==> src/rtl/column_ctrl_pkg.sv <==
// Shared types and constants for the column scheduler: FSM states, reducer
// opcodes and default datapath widths.
package column_ctrl_pkg;

    localparam int DATA_W = 32;
    localparam int RES_W  = 64;

    localparam logic OP_ADD = 1'b0;
    localparam logic OP_MUL = 1'b1;

    typedef enum logic [2:0] {
        IDLE,
        RD_OP,
        CAP_OP,
        RD_NUM,
        CAP_NUM,
        DONE,
        WAIT,
        FIN
    } state_t;

endpackage

==> src/rtl/col_addr_gen.sv <==
// Operand-buffer address for a column: operator row (at index rows) or data row,
// laid out with a row stride of COLS_MAX. Purely combinational.
module col_addr_gen
    import column_ctrl_pkg::*;
#(
    parameter int COLS_MAX = 16,
    parameter int ADDR_W   = 8
) (
    input  logic              op_sel,
    input  logic [3:0]        row,
    input  logic [3:0]        rows,
    input  logic [4:0]        col,
    output logic [ADDR_W-1:0] addr
);

    logic [ADDR_W-1:0] row_sel;

    assign row_sel = ADDR_W'(op_sel ? rows : row);
    assign addr    = row_sel * ADDR_W'(COLS_MAX) + ADDR_W'(col);

endmodule

==> src/rtl/column_sched_ctrl.sv <==
// Column scheduler: per column reads the operator row then each data row, feeds
// the reducer, and accumulates column results. Optional SCHED_OVF_DETECT_EN adds ovf.
module column_sched_ctrl
    import column_ctrl_pkg::*;
#(
    parameter int COLS_MAX = 16,
    parameter int ROWS_MAX = 8,
    parameter int ADDR_W   = 8
) (
    input  logic              clk,
    input  logic              rst,
    input  logic              start,
    input  logic [3:0]        rows,
    input  logic [4:0]        cols,
    output logic              busy,
    output logic              mem_rd,
    output logic [ADDR_W-1:0] mem_addr,
    input  logic [DATA_W-1:0] mem_rdata,
    output logic              red_num_valid,
    output logic [DATA_W-1:0] red_num,
    output logic              red_op_valid,
    output logic              red_op,
    output logic              red_done,
    input  logic              red_result_valid,
    input  logic [RES_W-1:0]  red_result,
    output logic              grand_valid,
    output logic [RES_W-1:0]  grand_total,
    output logic [4:0]        col_idx
`ifdef SCHED_OVF_DETECT_EN
   ,output logic              ovf
`endif
);

    localparam logic [3:0] ROWS_L = 4'(ROWS_MAX);
    localparam logic [4:0] COLS_L = 5'(COLS_MAX);

    state_t            state, state_nxt;
    logic [3:0]        rows_q, rows_nxt, r_q, r_nxt, rows_cl;
    logic [4:0]        cols_q, cols_nxt, col_nxt, cols_cl;
    logic              zero_q, zero_nxt;
    logic [RES_W-1:0]  total_nxt;
    logic [RES_W:0]    sum;
    logic              rd_nxt, opv_nxt, op_nxt, nv_nxt, done_nxt, gv_nxt;
    logic [DATA_W-1:0] num_nxt;
    logic [ADDR_W-1:0] addr_nxt;
    logic              accept;

    assign rows_cl = (rows > ROWS_L) ? ROWS_L : rows;
    assign cols_cl = (cols > COLS_L) ? COLS_L : cols;
    assign accept  = (state == IDLE) && start;
    assign sum     = {1'b0, grand_total} + {1'b0, red_result};
    assign busy    = (state != IDLE);

    // Address is generated from next-cycle indices so it registers alongside mem_rd.
    col_addr_gen #(.COLS_MAX(COLS_MAX), .ADDR_W(ADDR_W)) u_addr (
        .op_sel (state_nxt == RD_OP),
        .row    (r_nxt),
        .rows   (rows_nxt),
        .col    (col_nxt),
        .addr   (addr_nxt)
    );

    always_comb begin
        state_nxt = state;
        rows_nxt  = rows_q;
        cols_nxt  = cols_q;
        r_nxt     = r_q;
        col_nxt   = col_idx;
        zero_nxt  = zero_q;
        total_nxt = grand_total;
        rd_nxt    = 1'b0;
        opv_nxt   = 1'b0;
        op_nxt    = red_op;
        nv_nxt    = 1'b0;
        num_nxt   = red_num;
        done_nxt  = 1'b0;
        gv_nxt    = 1'b0;
        case (state)
            IDLE: if (start) begin
                rows_nxt  = rows_cl;
                cols_nxt  = cols_cl;
                total_nxt = '0;
                col_nxt   = '0;
                if (rows_cl == 4'd0 || cols_cl == 5'd0) begin
                    zero_nxt  = 1'b1;
                    state_nxt = FIN;
                end else begin
                    zero_nxt  = 1'b0;
                    rd_nxt    = 1'b1;
                    state_nxt = RD_OP;
                end
            end
            RD_OP:  state_nxt = CAP_OP;
            CAP_OP: begin
                opv_nxt   = 1'b1;
                op_nxt    = mem_rdata[0];
                r_nxt     = '0;
                rd_nxt    = 1'b1;
                state_nxt = RD_NUM;
            end
            RD_NUM: state_nxt = CAP_NUM;
            CAP_NUM: begin
                nv_nxt  = 1'b1;
                num_nxt = mem_rdata;
                r_nxt   = r_q + 4'd1;
                if ({1'b0, r_q} + 5'd1 < {1'b0, rows_q}) begin
                    rd_nxt    = 1'b1;
                    state_nxt = RD_NUM;
                end else begin
                    done_nxt  = 1'b1;
                    state_nxt = DONE;
                end
            end
            DONE: state_nxt = WAIT;
            WAIT: if (red_result_valid) begin
                total_nxt = sum[RES_W-1:0];
                col_nxt   = col_idx + 5'd1;
                if (col_idx == cols_q - 5'd1) begin
                    gv_nxt    = 1'b1;
                    state_nxt = FIN;
                end else begin
                    rd_nxt    = 1'b1;
                    state_nxt = RD_OP;
                end
            end
            // A degenerate job has no WAIT, so its completion pulse is issued here.
            FIN: begin
                gv_nxt    = zero_q;
                state_nxt = IDLE;
            end
            default: state_nxt = IDLE;
        endcase
    end

    always_ff @(posedge clk) begin
        if (rst) begin
            state         <= IDLE;
            rows_q        <= '0;
            cols_q        <= '0;
            r_q           <= '0;
            col_idx       <= '0;
            zero_q        <= 1'b0;
            grand_total   <= '0;
            mem_rd        <= 1'b0;
            mem_addr      <= '0;
            red_op_valid  <= 1'b0;
            red_op        <= OP_ADD;
            red_num_valid <= 1'b0;
            red_num       <= '0;
            red_done      <= 1'b0;
            grand_valid   <= 1'b0;
        end else begin
            state         <= state_nxt;
            rows_q        <= rows_nxt;
            cols_q        <= cols_nxt;
            r_q           <= r_nxt;
            col_idx       <= col_nxt;
            zero_q        <= zero_nxt;
            grand_total   <= total_nxt;
            mem_rd        <= rd_nxt;
            if (rd_nxt)
                mem_addr  <= addr_nxt;
            red_op_valid  <= opv_nxt;
            red_op        <= op_nxt;
            red_num_valid <= nv_nxt;
            red_num       <= num_nxt;
            red_done      <= done_nxt;
            grand_valid   <= gv_nxt;
        end
    end

`ifdef SCHED_OVF_DETECT_EN
    always_ff @(posedge clk) begin
        if (rst)
            ovf <= 1'b0;
        else if (accept)
            ovf <= 1'b0;
        else if (state == WAIT && red_result_valid && sum[RES_W])
            ovf <= 1'b1;
    end
`else
    logic unused_carry;
    assign unused_carry = sum[RES_W] | accept;
`endif

endmodule
==> config.mk <==
export PLATFORM = sky130hd
export DESIGN_NAME = column_sched_ctrl
export DESIGN_NICKNAME = d
export VERILOG_FILES = /design/src/rtl/column_ctrl_pkg.sv /design/src/rtl/col_addr_gen.sv /design/src/rtl/column_sched_ctrl.sv
export SDC_FILE = /design/constraint.sdc
export NUM_CORES = 1
export LEC_CHECK = 0
export ABC_CLOCK_PERIOD_IN_PS = 3400
export CORE_ASPECT_RATIO = 1.4
export CORE_MARGIN = 8
export CORE_UTILIZATION = 45
export CTS_CLUSTER_DIAMETER = 60
export CTS_CLUSTER_SIZE = 20
export DETAILED_ROUTE_END_ITERATION = 8
export PLACE_DENSITY_LB_ADDON = 0.15
export SLEW_MARGIN = 20
export SYNTH_ARGS = -nofsm -noshare
export SYNTH_HDL_FRONTEND = slang
export SYNTH_SLANG_ARGS = --single-unit
==> constraint.sdc <==
create_clock -name clk -period 3.4 [get_ports clk]
set_clock_uncertainty 0.15 [all_clocks]
set_input_delay 0.68 -clock clk [delete_from_list [all_inputs] [get_ports clk]]
set_output_delay 0.68 -clock clk [all_outputs]
set_load 0.03 [all_outputs]
==> run summary <==
Setup-failing EPs final - 3
pre-CTS WS - -0.864 ns
power per cell area - 316 mW/mm2
Post-synth top flop - dfxtp_1
flop2flop setup slack - -0.09 ns
Tot GR Track Use - 23.6%
Synth Area in Adders - 10.7%
final hold vios - 0
CORE AREA - 0.0185 mm2
Compound-Gate Fraction of Synth Area - 26.8%
CTS tree - yes
number of flops mapped to enable cells by yosys - 0
Req. time, crit path - 3.59 ns
VDD IR-drop max - 0.307 mV
Wirelength per Cell - 16.8 um
XOR/XNOR Fraction of Synth Area - 7.13%
clock buffer depth - 2
sequential element share of the synthesized area - 31.2%
initial antenna violation count - 2
post-route minimum period - 3.49 ns
Die W - 132 um
Yosys cell types - 70
IO Pins - 225
DR vias/cell - 5.44
H-tree depth - 4
Worst Tran Pin Value - 0.666 ns
normalized max-slew margin - 55.6%
routed wire length - 29.3 mm
hold_ws - 0.303 ns
Data arrival, critical path - 3.68 ns
fraction of layout cells with a size suffix above 1 - 24.7%
Worst setup SP type - flop
ANT nets after route - 0
Syn. warnings - 0
grt ovf - 0
post-synthesis mux area share - 1.33%
Crit Reg-Reg Startpoint - r_q[0]
I/O Buffers - 224
post-route setup TNS - -0.138 ns
worst r2r dst - mem_addr[7]
largest net degree at the start of global routing - 63
area occupied by multi-input gates - 0.00635 mm2
Initial DRT Pass Iterations - 5
hold_sp - red_num[16]
Pwr Total - 4390 uW
Max Cap Violations - 0
# nets final - 1665
number of global-route vias before repair - 9663
CP endpoint kind - flop
clk sinks - 132
crit path kind - reg -> reg
simple-gate share of the synthesized area - 19.5%
syn avg cell area - 7.88 um2
Mapped Cells - 1075
Max FO, Critical Path - 3
CTS Buf Count - 17
final slew viol count - 0
clock-pin slew on the worst setup and hold paths - 0.07 ns
storage element area - 0.00265 mm2
later-pin clock latency in the skew report - 0.43 ns
Highest Clock Rate - 0.287 GHz
chip height - 178 um
first-pass GRT wire length - 46.2 mm
synthesized area - 0.00848 mm2
#FFs+latches synth - 132
GP Congestion - 0.921
largest family of logic cells by synthesized area - compound AO/OA/AOI/OAI gates
Rows - 59
failing checks - negative setup slack
Layout area overhead - 63.8%
fillers - 1385
initial core utilization - 45.7%
clock root buffer - clkbuf_16
Hold Path Class - reg -> reg
DRC Markers - 0
WHS Path Cells - 2
Endpoint, Worst Hold - red_num[16]
post-DP HPWL - 21.2 mm
RSZ-0062 raised after global routing - true
FFs w/ async S/R, synth - 0%
static leakage - 0.00585 uW
worst r2r path cells - 17
outcome - finished with violations
part of the cycle the worst path needs - 103%
Initial DRC Count - 418
syn nets - 1256
DR vias - 9484
Total Die Area - 0.0235 mm2
Worst Slack Setup Final - -0.0902 ns
[cells in the final DEF (no fill, tap or decap), types with 7 or more instances in the layout]
cell,netlist,routed
nor3b_1,11,10
nand3_1,20,16
and2_1,12,12
clkdlybuf4s50_1,0,200
o21a_1,8,8
buf_4,1,214
inv_1,21,21
xor2_1,31,31
a211oi_1,12,7
a21o_1,39,39
a21oi_2,0,13
o21ai_2,1,9
nand2_1,152,150
a22oi_1,34,34
mux2i_1,9,9
clkbuf_16,0,17
o21ai_0,71,54
dlygate4sd2_1,0,11
nor3_1,22,19
o21ai_1,1,9
dlymetal6s2s_1,0,10
nor2_1,94,91
xnor2_1,38,36
o21bai_1,13,11
nand4_1,10,10
ha_4,0,26
a21oi_1,124,109
ha_1,71,41
dfxtp_1,132,130
[Yosys cell counts (13+ instances only)]
library cell	number	share of area (%)
nand2_1	152	6.7
nor3_1	22	1.3
clkbuf_1	46	2.0
ha_1	71	10
dfxtp_1	132	31
a22oi_1	34	3.0
xor2_1	31	3.2
xnor2_1	38	3.9
o21bai_1	13	1.2
nor2_1	94	4.2
a21o_1	39	3.5
a21oi_1	124	7.3
o21ai_0	71	4.2
nand3_1	20	1.2
inv_1	21	0.93
[through the flow]
stage	cells	utilization, %	cell area [um2]
CTS	1735	72.1	13400
finish	1743	74.9	13900
global route	1743	74.9	13900
global placement	1684	66.6	12300
detailed placement	1684	66.6	12300
floorplan	1075	-	8530
[worst max-delay path, stage by stage (launching register included)]
cell,delay [ns]
dfxtp_4,0.36
ha_4,0.28
ha_4,0.19
a21o_1,0.18
a21oi_2,0.13
nor2b_1,0.06
a311oi_2,0.27
nor2b_2,0.22
o221ai_2,0.14
nor3b_4,0.25
mux2i_1,0.22
ha_2,0.22
nand3_2,0.08
xnor2_2,0.12
nor2_1,0.05
o21ai_1,0.17
o21ai_1,0.09
a211oi_1,0.23
[layout make-up]
type	count	share of cell area [%]
clock buffers	17	3.06
inverters	21	0.568
clock inverters	15	1.13
repair buffers	442	28.1
flip-flops and latches	132	19.1
diodes	2	0.0361
well taps	244	2.20
multi-input cells	870	45.8
[per-layer routing]
layer  vias up  track usage (%)  wire length, um
li1       4681                -                -
met1      4462             25.0            11900
met2       273             44.5            15200
met3        68             5.19             1390
met4         0             9.12              908
met5         -                0                0
[flip-flops by register name (all words and copies together), names as in the netlist]
name           flops
r_q                4
state              3
zero_q             1
rows_q             4
grand_valid        1
red_num_valid      1
red_op_valid       1
red_op             1
red_done           1
red_num           32
cols_q             5
col_idx            5
mem_rd             1
mem_addr           8
grand_total       64
[cell families (layout without fill, tap and decap cells)]
family / count (synthesis) / after routing
xor+xnor: 69 / 69
mux: 11 / 11
flops: 132 / 132
compound gates: 354 / 354
buf+inv: 73 / 495
other cells: 0 / 2
fa+ha+maj: 72 / 72
simple gates: 364 / 364
[where the power goes]
| part | switching, uW | internal [uW] |
|---|---|---|
| logic | 487 | 447 |
| registers | 34.0 | 1590 |
| clock network | 853 | 982 |
[worst max-delay path by stage]
stage	cells past startpoint	start	to
2_1_floorplan	17	r_q[1]	mem_addr[7]
3_3_place_gp	13	red_result[12]	grand_total[63]
3_5_place_dp	13	red_result[1]	grand_total[63]
4_1_cts	17	r_q[0]	mem_addr[7]
5_1_grt	18	r_q[0]	mem_addr[7]
6_report	17	r_q[0]	mem_addr[7]
[what timing repair did]
action | in CTS | in global routing
hold buffers | 0 | 0
cloned | 0 | 0
endpoints found under the setup margin | 32 | 31
pin swaps | 48 | 65
gates resized for setup | 69 | 91
setup buffers | 19 | 7
hold endpoints to repair | 0 | 0
Note: power is estimated with default switching activity, not from simulation.
